===== config.mk =====
export PLATFORM = sky130hd
export DESIGN_NAME = mem_inst_sequencer
export DESIGN_NICKNAME = d
export VERILOG_FILES = /design/src/rtl/mem_inst_sequencer.sv
export SDC_FILE = /design/constraint.sdc
export NUM_CORES = 1
export LEC_CHECK = 0
export ABC_AREA = 1
export CAP_MARGIN = 30
export CORE_UTILIZATION = 32
export CTS_BUF_LIST = sky130_fd_sc_hd__clkbuf_2
export DETAILED_ROUTE_END_ITERATION = 7
export GPL_TIMING_DRIVEN = 0
export SYNTH_ARGS = -nofsm -noshare
export SYNTH_HDL_FRONTEND = slang
export SYNTH_SLANG_ARGS = --single-unit
export TNS_END_PERCENT = 50

===== constraint.sdc =====
create_clock -name CLK -period 6.78 [get_ports CLK]
set_input_delay 1.017 -clock CLK [delete_from_list [all_inputs] [get_ports CLK]]
set_output_delay 1.017 -clock CLK [all_outputs]
set_load 0.005 [all_outputs]

===== src/rtl/mem_inst_sequencer.sv =====
// Runtime-loadable instruction sequencer for the memory-interface datapath.
// Issues read/shift words over valid/ready and runs wfi/loop internally.
module mem_inst_sequencer #(
  parameter int unsigned INST_WIDTH = 56,
  parameter int unsigned ADDR_WIDTH = 4,
  parameter int unsigned INST_DEPTH = 1 << ADDR_WIDTH,
  parameter int unsigned ITER_WIDTH = 16
) (
  input  logic                  CLK,
  input  logic                  RESET,
  input  logic                  LOAD_EN,
  input  logic [ADDR_WIDTH-1:0] LOAD_ADDR,
  input  logic [INST_WIDTH-1:0] LOAD_DATA,
  input  logic                  START,
  input  logic [ITER_WIDTH-1:0] ITER,
  input  logic                  GO,
  output logic [INST_WIDTH-1:0] INST_OUT,
  output logic                  INST_VALID,
  input  logic                  INST_READY,
  output logic                  WAITING,
  output logic                  BUSY,
  output logic                  DONE,
  output logic [ITER_WIDTH-1:0] PASS_CNT
);

  localparam logic [2:0] OP_WFI  = 3'b110;
  localparam logic [2:0] OP_LOOP = 3'b111;

  typedef enum logic [2:0] {
    S_IDLE,
    S_FETCH,
    S_ISSUE,
    S_WAIT_GO,
    S_DONE
  } state_t;

  state_t                state, state_d;
  logic [INST_WIDTH-1:0] store [INST_DEPTH];
  logic [ADDR_WIDTH-1:0] pc, pc_d, pc_inc;
  logic [ITER_WIDTH-1:0] rem, rem_d, pass_d;
  logic [INST_WIDTH-1:0] inst, inst_d;
  logic [2:0]            op;
  logic                  valid_d, waiting_d, busy_d, done_d;
  logic                  load_ok;

  assign op      = inst[6:4];
  assign pc_inc  = (pc == ADDR_WIDTH'(INST_DEPTH - 1)) ? '0 : pc + ADDR_WIDTH'(1);
  assign load_ok = LOAD_EN && ((state == S_IDLE) || (state == S_DONE));

  // Instruction store; every entry resets to a bare loop so an empty program halts.
  always_ff @(posedge CLK) begin
    if (RESET) begin
      for (int i = 0; i < int'(INST_DEPTH); i++) begin
        store[i] <= INST_WIDTH'(7'h70);
      end
    end else if (load_ok) begin
      store[LOAD_ADDR] <= LOAD_DATA;
    end
  end

  always_comb begin
    state_d = state;
    pc_d    = pc;
    rem_d   = rem;
    pass_d  = PASS_CNT;
    inst_d  = inst;
    case (state)
      S_IDLE, S_DONE: begin
        if (START) begin
          pc_d    = '0;
          pass_d  = '0;
          rem_d   = (ITER == '0) ? '0 : ITER - ITER_WIDTH'(1);
          state_d = S_FETCH;
        end
      end
      S_FETCH: begin
        inst_d  = store[pc];
        state_d = S_ISSUE;
      end
      S_ISSUE: begin
        if (op == OP_WFI) begin
          state_d = S_WAIT_GO;
        end else if (op == OP_LOOP) begin
          pass_d = PASS_CNT + ITER_WIDTH'(1);
          if (rem == '0) begin
            state_d = S_DONE;
          end else begin
            rem_d   = rem - ITER_WIDTH'(1);
            pc_d    = '0;
            state_d = S_FETCH;
          end
        end else if (INST_VALID && INST_READY) begin
          pc_d    = pc_inc;
          state_d = S_FETCH;
        end
      end
      S_WAIT_GO: begin
        if (GO) begin
          pc_d    = pc_inc;
          state_d = S_FETCH;
        end
      end
      default: state_d = S_IDLE;
    endcase

    // Status flags are registered from the next state so they align with it.
    valid_d   = (state_d == S_ISSUE) && (inst_d[6:4] != OP_WFI) && (inst_d[6:4] != OP_LOOP);
    waiting_d = (state_d == S_WAIT_GO);
    busy_d    = (state_d == S_FETCH) || (state_d == S_ISSUE) || (state_d == S_WAIT_GO);
    done_d    = (state_d == S_DONE);
  end

  always_ff @(posedge CLK) begin
    if (RESET) begin
      state      <= S_IDLE;
      pc         <= '0;
      rem        <= '0;
      PASS_CNT   <= '0;
      inst       <= '0;
      INST_VALID <= 1'b0;
      WAITING    <= 1'b0;
      BUSY       <= 1'b0;
      DONE       <= 1'b0;
    end else begin
      state      <= state_d;
      pc         <= pc_d;
      rem        <= rem_d;
      PASS_CNT   <= pass_d;
      inst       <= inst_d;
      INST_VALID <= valid_d;
      WAITING    <= waiting_d;
      BUSY       <= busy_d;
      DONE       <= done_d;
    end
  end

  assign INST_OUT = inst;

endmodule


Yosys cells after proc, flatten, opt, wreduce, memory -nomap -nowiden
Memories as Yosys holds them, arrays and structs flattened. A register that Yosys moved wholly into a read port is not among the register bits.
Index checks and enable logic that the tools add are counted.
{"block": "word_totals", "regBits": 99, "output_inout_bits": 76, "inputBits": 82, "n_memories": 1, "ram_bits": 896, "elab_cells": 88}
{"memory": "store", "words": 16, "word_bits": 56, "rd": 1, "rd_ports_with_merged_regs": 1, "write_ports": 16, "line_no": "38", "source": "logic [INST_WIDTH-1:0] store [INST_DEPTH];"}
{"block": "op_classes", "n_reduce_logical": 17, "n_eq_ne": 20, "n_addsub": 4, "muxes": 36}
{"op": "16-bit two-way mux", "n": 8}
{"op": "16-bit one-hot mux with 2 select lines", "n": 2}
{"op": "56-bit two-way mux", "n": 1}
{"op": "56-bit OR reduction", "n": 1}
{"op": "4-bit two-way mux", "n": 10}
{"op": "16-bit logical NOT", "n": 2}
{"op": "16-bit by 1-bit subtractor with 16-bit output (second input constant)", "n": 2}
{"op": "3-bit two-way mux", "n": 6}
{"op": "16-bit by 1-bit adder with 16-bit output (second input constant)", "n": 1}
{"op": "3-bit by 2-bit equality test with 1-bit output (second input constant)", "n": 4}
{"op": "3-bit equality test (second input constant)", "n": 4}
{"op": "3-bit != test (second input constant)", "n": 4}
{"op": "3-bit one-hot mux with 4 select lines", "n": 1}
{"op": "4-bit one-hot mux with 3 select lines", "n": 1}
{"op": "2-bit != test (second input constant)", "n": 5}
{"op": "7-bit two-way mux", "n": 1}
{"op": "3-bit by 1-bit equality test with 1-bit output (second input constant)", "n": 2}
{"op": "1-bit two-way mux", "n": 6}
{"op": "6-bit AND reduction", "n": 1}
{"op": "5-bit AND reduction", "n": 1}
{"op": "4-bit by 1-bit adder with 4-bit output (second input constant)", "n": 1}
{"op": "4-bit equality test (second input constant)", "n": 1}
{"op": "1-bit logical AND", "n": 4}
{"op": "4-bit AND reduction", "n": 1}
{"op": "other kinds (5)", "n": 7}

Longest topological paths before layout
{"block": "depth", "word_depth": 8, "depth_mapped": 13, "ltp_nobuf": 11}

Worst setup path before layout
Ideal clock, no wire load.
{"block": "synth_path", "path_type": "input to register", "start": "in RESET", "end": "mem store[12][0], enable pin", "setup_time_ps": 415, "stages": 8, "n_path_buf": 1, "path_slack_ps": 3296, "t_arrival_ps": 3068, "required_time_ps": 6365, "cell_sequence": "inv_2 -> nand3_1 -> inv_2 -> nand3_2 -> nor2_2 -> inv_2 -> buf_6 -> nand2_1"}
{"item": "start, declared", "line_no": "10", "source": "input logic RESET,"}
{"item": "end, declared", "line_no": "38"}

==> impl_metrics.py <==
metrics = {
    "critical_path": {
        "end_kind": "flop",
        "crit_arrival_ns": 5.23,
        "cp.required_ns": 8.01,
        "critPathSlowestCell": "nand2_4",
        "rrSetupSlack_ns": 3.09,
        "rr_endpoint": "store[11][19]",
        "cp_cell_sequence": "dlygate4sd3_1 > clkdlybuf4s50_1 > inv_2 > nand3_1 > nor3_2 > inv_2 > nor2_2 > inv_2 > buf_2 > nand2_4 > buf_12",
        "reg2regPathDepth": 9,
        "crit_path_start_kind": "input pin",
        "rr_startpoint": "state[1]",
        "crit_fanout": 35,
        "cpMostUsedCell": "inv_2",
        "path_class": "input pin to flop",
        "slowest_delay_ns": 0.70,
    },
    "power": {
        "p_leak_nw": 20.11,
        "p_per_area_mw_per_mm2": 272.1,
        "peakVddDrop_mv": 0.1626,
    },
    "clocking": {
        "clkTransAtPathRegs_ns": 0.10,
        "clock_path_buffers": 4,
        "insertion_delay_ns": 1.70,
        "cts_buffers": 283,
        "h-tree-depth": 5,
        "cts_tree": "yes",
        "cts_root_buf": "clkbuf_2",
        "clock-sinks": 999,
    },
    "cells_and_area": {
        "syn_to_final_growth_pct": 15.87,
        "final_common_cell": "nor2_1",
        "utilization_pct": 37.44,
        "final_area_mm2": 0.05230,
        "fin_cells": 7039,
        "layout.nets": 5061,
        "final_cell_mix": "1,585 x nor2_1, 896 x edfxtp_1, 425 x clkbuf_2",
        "drive_gt1_share_pct": 13.81,
    },
    "global_route": {
        "grt_start_max_net_pins": 47,
        "grt_overflow_total": 0,
        "grt_pass1_wl_mm": 245.8,
        "antenna_found_initial": 10,
        "gr-usage-all-layers_pct": 24.05,
        "grt_pass1_vias": 35934,
    },
    "floorplan": {
        "die_w_um": 377.6,
        "core_area_mm2": 0.1397,
        "fp.dieH_um": 377.6,
        "die-area_mm2": 0.1426,
        "pin_count": 158,
        "initial_core_util_pct": 32.31,
        "row_count": 137,
    },
    "drt": {
        "antenna_left": 0,
        "dr.pass1.iters": 6,
        "drc": 0,
        "wl_per_cell_um": 24.90,
        "drt_iter0_markers": 5323,
        "via_per_inst": 5.369,
        "routed_wl_mm": 175.3,
        "num_vias": 37795,
    },
    "place": {
        "dpl-instance-area_mm2": 0.04987,
        "gp_congestion": 0.8951,
        "port_buffers": 157,
        "pre_cts_slack_ns": 1.904,
        "place_inst": 6560,
        "place_hpwl_mm": 112.4,
    },
    "status": {
        "outcome": "finished, final reports clean",
    },
    "yosys": {
        "netlist_instances": 4493,
        "syn_area_per_cell_um2": 10.05,
        "synth_area_mm2": 0.04514,
        "synth_edf_count": 896,
        "syn_nets": 4580,
        "synth_seq_area_share_pct": 64.18,
        "async_flop_share_pct": 0,
        "synthDistinctLibCells": 41,
        "ys_warn_count": 0,
        "ys.flop_type": "edfxtp_1",
        "ys_seq_elements": 999,
    },
    "sta": {
        "setup_slack_ns": 2.782,
        "tightest_slew_ns": 1.156,
        "skew_ns": 0.1641,
        "rsz0062_at_grt": "false",
        "period_needed_ns": 3.998,
        "relSlewSlack_pct": 22.95,
        "slew_violations": 0,
        "period_share_pct": 58.96,
        "setup_violations": 0,
        "finalHoldViolCount": 0,
        "max_freq_mhz": 250.2,
    },
    "min_path": {
        "hold_class": "input pin to flop",
        "hold-path-cell-count": 3,
        "hp-start": "LOAD_DATA[52]",
        "whs_endpoint": "store[0][52]",
    },
    "job": {
        "maxCapViolCount": 0,
    },
}
[kinds of logic (layout without fill, tap and decap cells)]
kind of cell             count (synthesis)  in the layout  share of synthesized area (%)
XOR/XNOR                                16             16                         0.3105
AND/OR/NAND/NOR                       2132           2132                          18.78
buffers and inverters                  560           1224                          6.356
adder cells (fa/ha/maj)                  5              5                         0.1386
other                                    0              6                              0
AO/OA/AOI/OAI                          781            781                          10.23
flip-flops                             999            999                          64.18
[area by class of cell]
type | instances | area (um^2)
diodes | 6 | 15.01
plain buffers | 350 | 2078
clock buffers | 423 | 2117
clock inverters | 45 | 226.5
fillers | 13999 | 87400
inverters | 210 | 793.3
multi-input cells | 2934 | 13420
flip-flops and latches | 999 | 28970
well taps | 1876 | 2347
repair buffers | 196 | 2335
[routing by layer]
metal | global-route usage [%] | up-vias | routed length, um
met1 | 29.67 | 18169 | 64060
li1 | - | 16387 | -
met2 | 37.64 | 2730 | 79080
met4 | 12.29 | 12 | 8735
met5 | 0 | - | 81
met3 | 7.671 | 497 | 23310
[worst max-delay path, delay by kind of cell]
family,cells,cell delay [ns]
buffers and inverters,7,2.35
AND/OR/NAND/NOR,4,1.80
[through the flow]
step,hold WS [ns],power [W],TNS (ns)
after floorplan,0.4603,0.008663,0
after global placement,0.4899,0.009887,-78.44
after detailed placement,0.4941,0.009949,0
after CTS,0.003805,0.01414,0
after global routing,0.07504,0.01471,0
final,0.1594,0.01423,0
[cells in the mapped netlist (all sizes together), types with 3 or more instances]
master / count / share of area (%)
nor2: 1615 / 14
edfxtp: 896 / 60
o21ai: 473 / 5.3
nand2: 256 / 2.1
nand3: 227 / 2.6
o211ai: 216 / 3.6
inv: 210 / 1.8
buf: 194 / 3.3
clkbuf: 156 / 1.3
dfxtp: 103 / 4.6
o21a: 53 / 0.88
a21oi: 32 / 0.35
nand4: 15 / 0.21
xor2: 14 / 0.27
nor3: 11 / 0.13
ha: 5 / 0.14
or2: 3 / 0.042
[state kept, by name, summed over array words and instances (netlist names), named ones only]
| signal | flops |
|---|---|
| PASS_CNT | 16 |
| WAITING | 1 |
| pc | 4 |
| rem | 16 |
| state | 3 |
| store | 896 |
| INST_OUT | 56 |
| INST_VALID | 1 |
| BUSY | 1 |
| DONE | 1 |
[worst max path at each step]
| stage | endpoint | slack, ns | start | cells after the start |
|---|---|---|---|---|
| 2_1_floorplan | store[12][0] | 3.30 | RESET | 8 |
| 3_3_place_gp | store[9][20] | -0.38 | RESET | 5 |
| 3_5_place_dp | store[11][17] | 1.90 | RESET | 10 |
| 4_1_cts | PASS_CNT[0] | 2.93 | PASS_CNT[0] | 1 |
| 5_1_grt | store[11][19] | 2.75 | RESET | 11 |
| 6_report | store[11][19] | 2.78 | RESET | 11 |
[power by group]
part           internal (W)  leakage (nW)  switching [W]
combinational      0.000814          8.30        0.00206
clock               0.00171          1.88        0.00260
sequential          0.00694          9.93      0.0000955
total               0.00947          20.1        0.00476
[repair_timing]
action,4_1_cts,5_1_grt
hold buffers,1,0
gates resized for setup,0,0
hold endpoints to repair,1,0
setup endpoints to repair,0,0
setup buffers,0,0
Note: power is estimated with default switching activity, not from simulation.
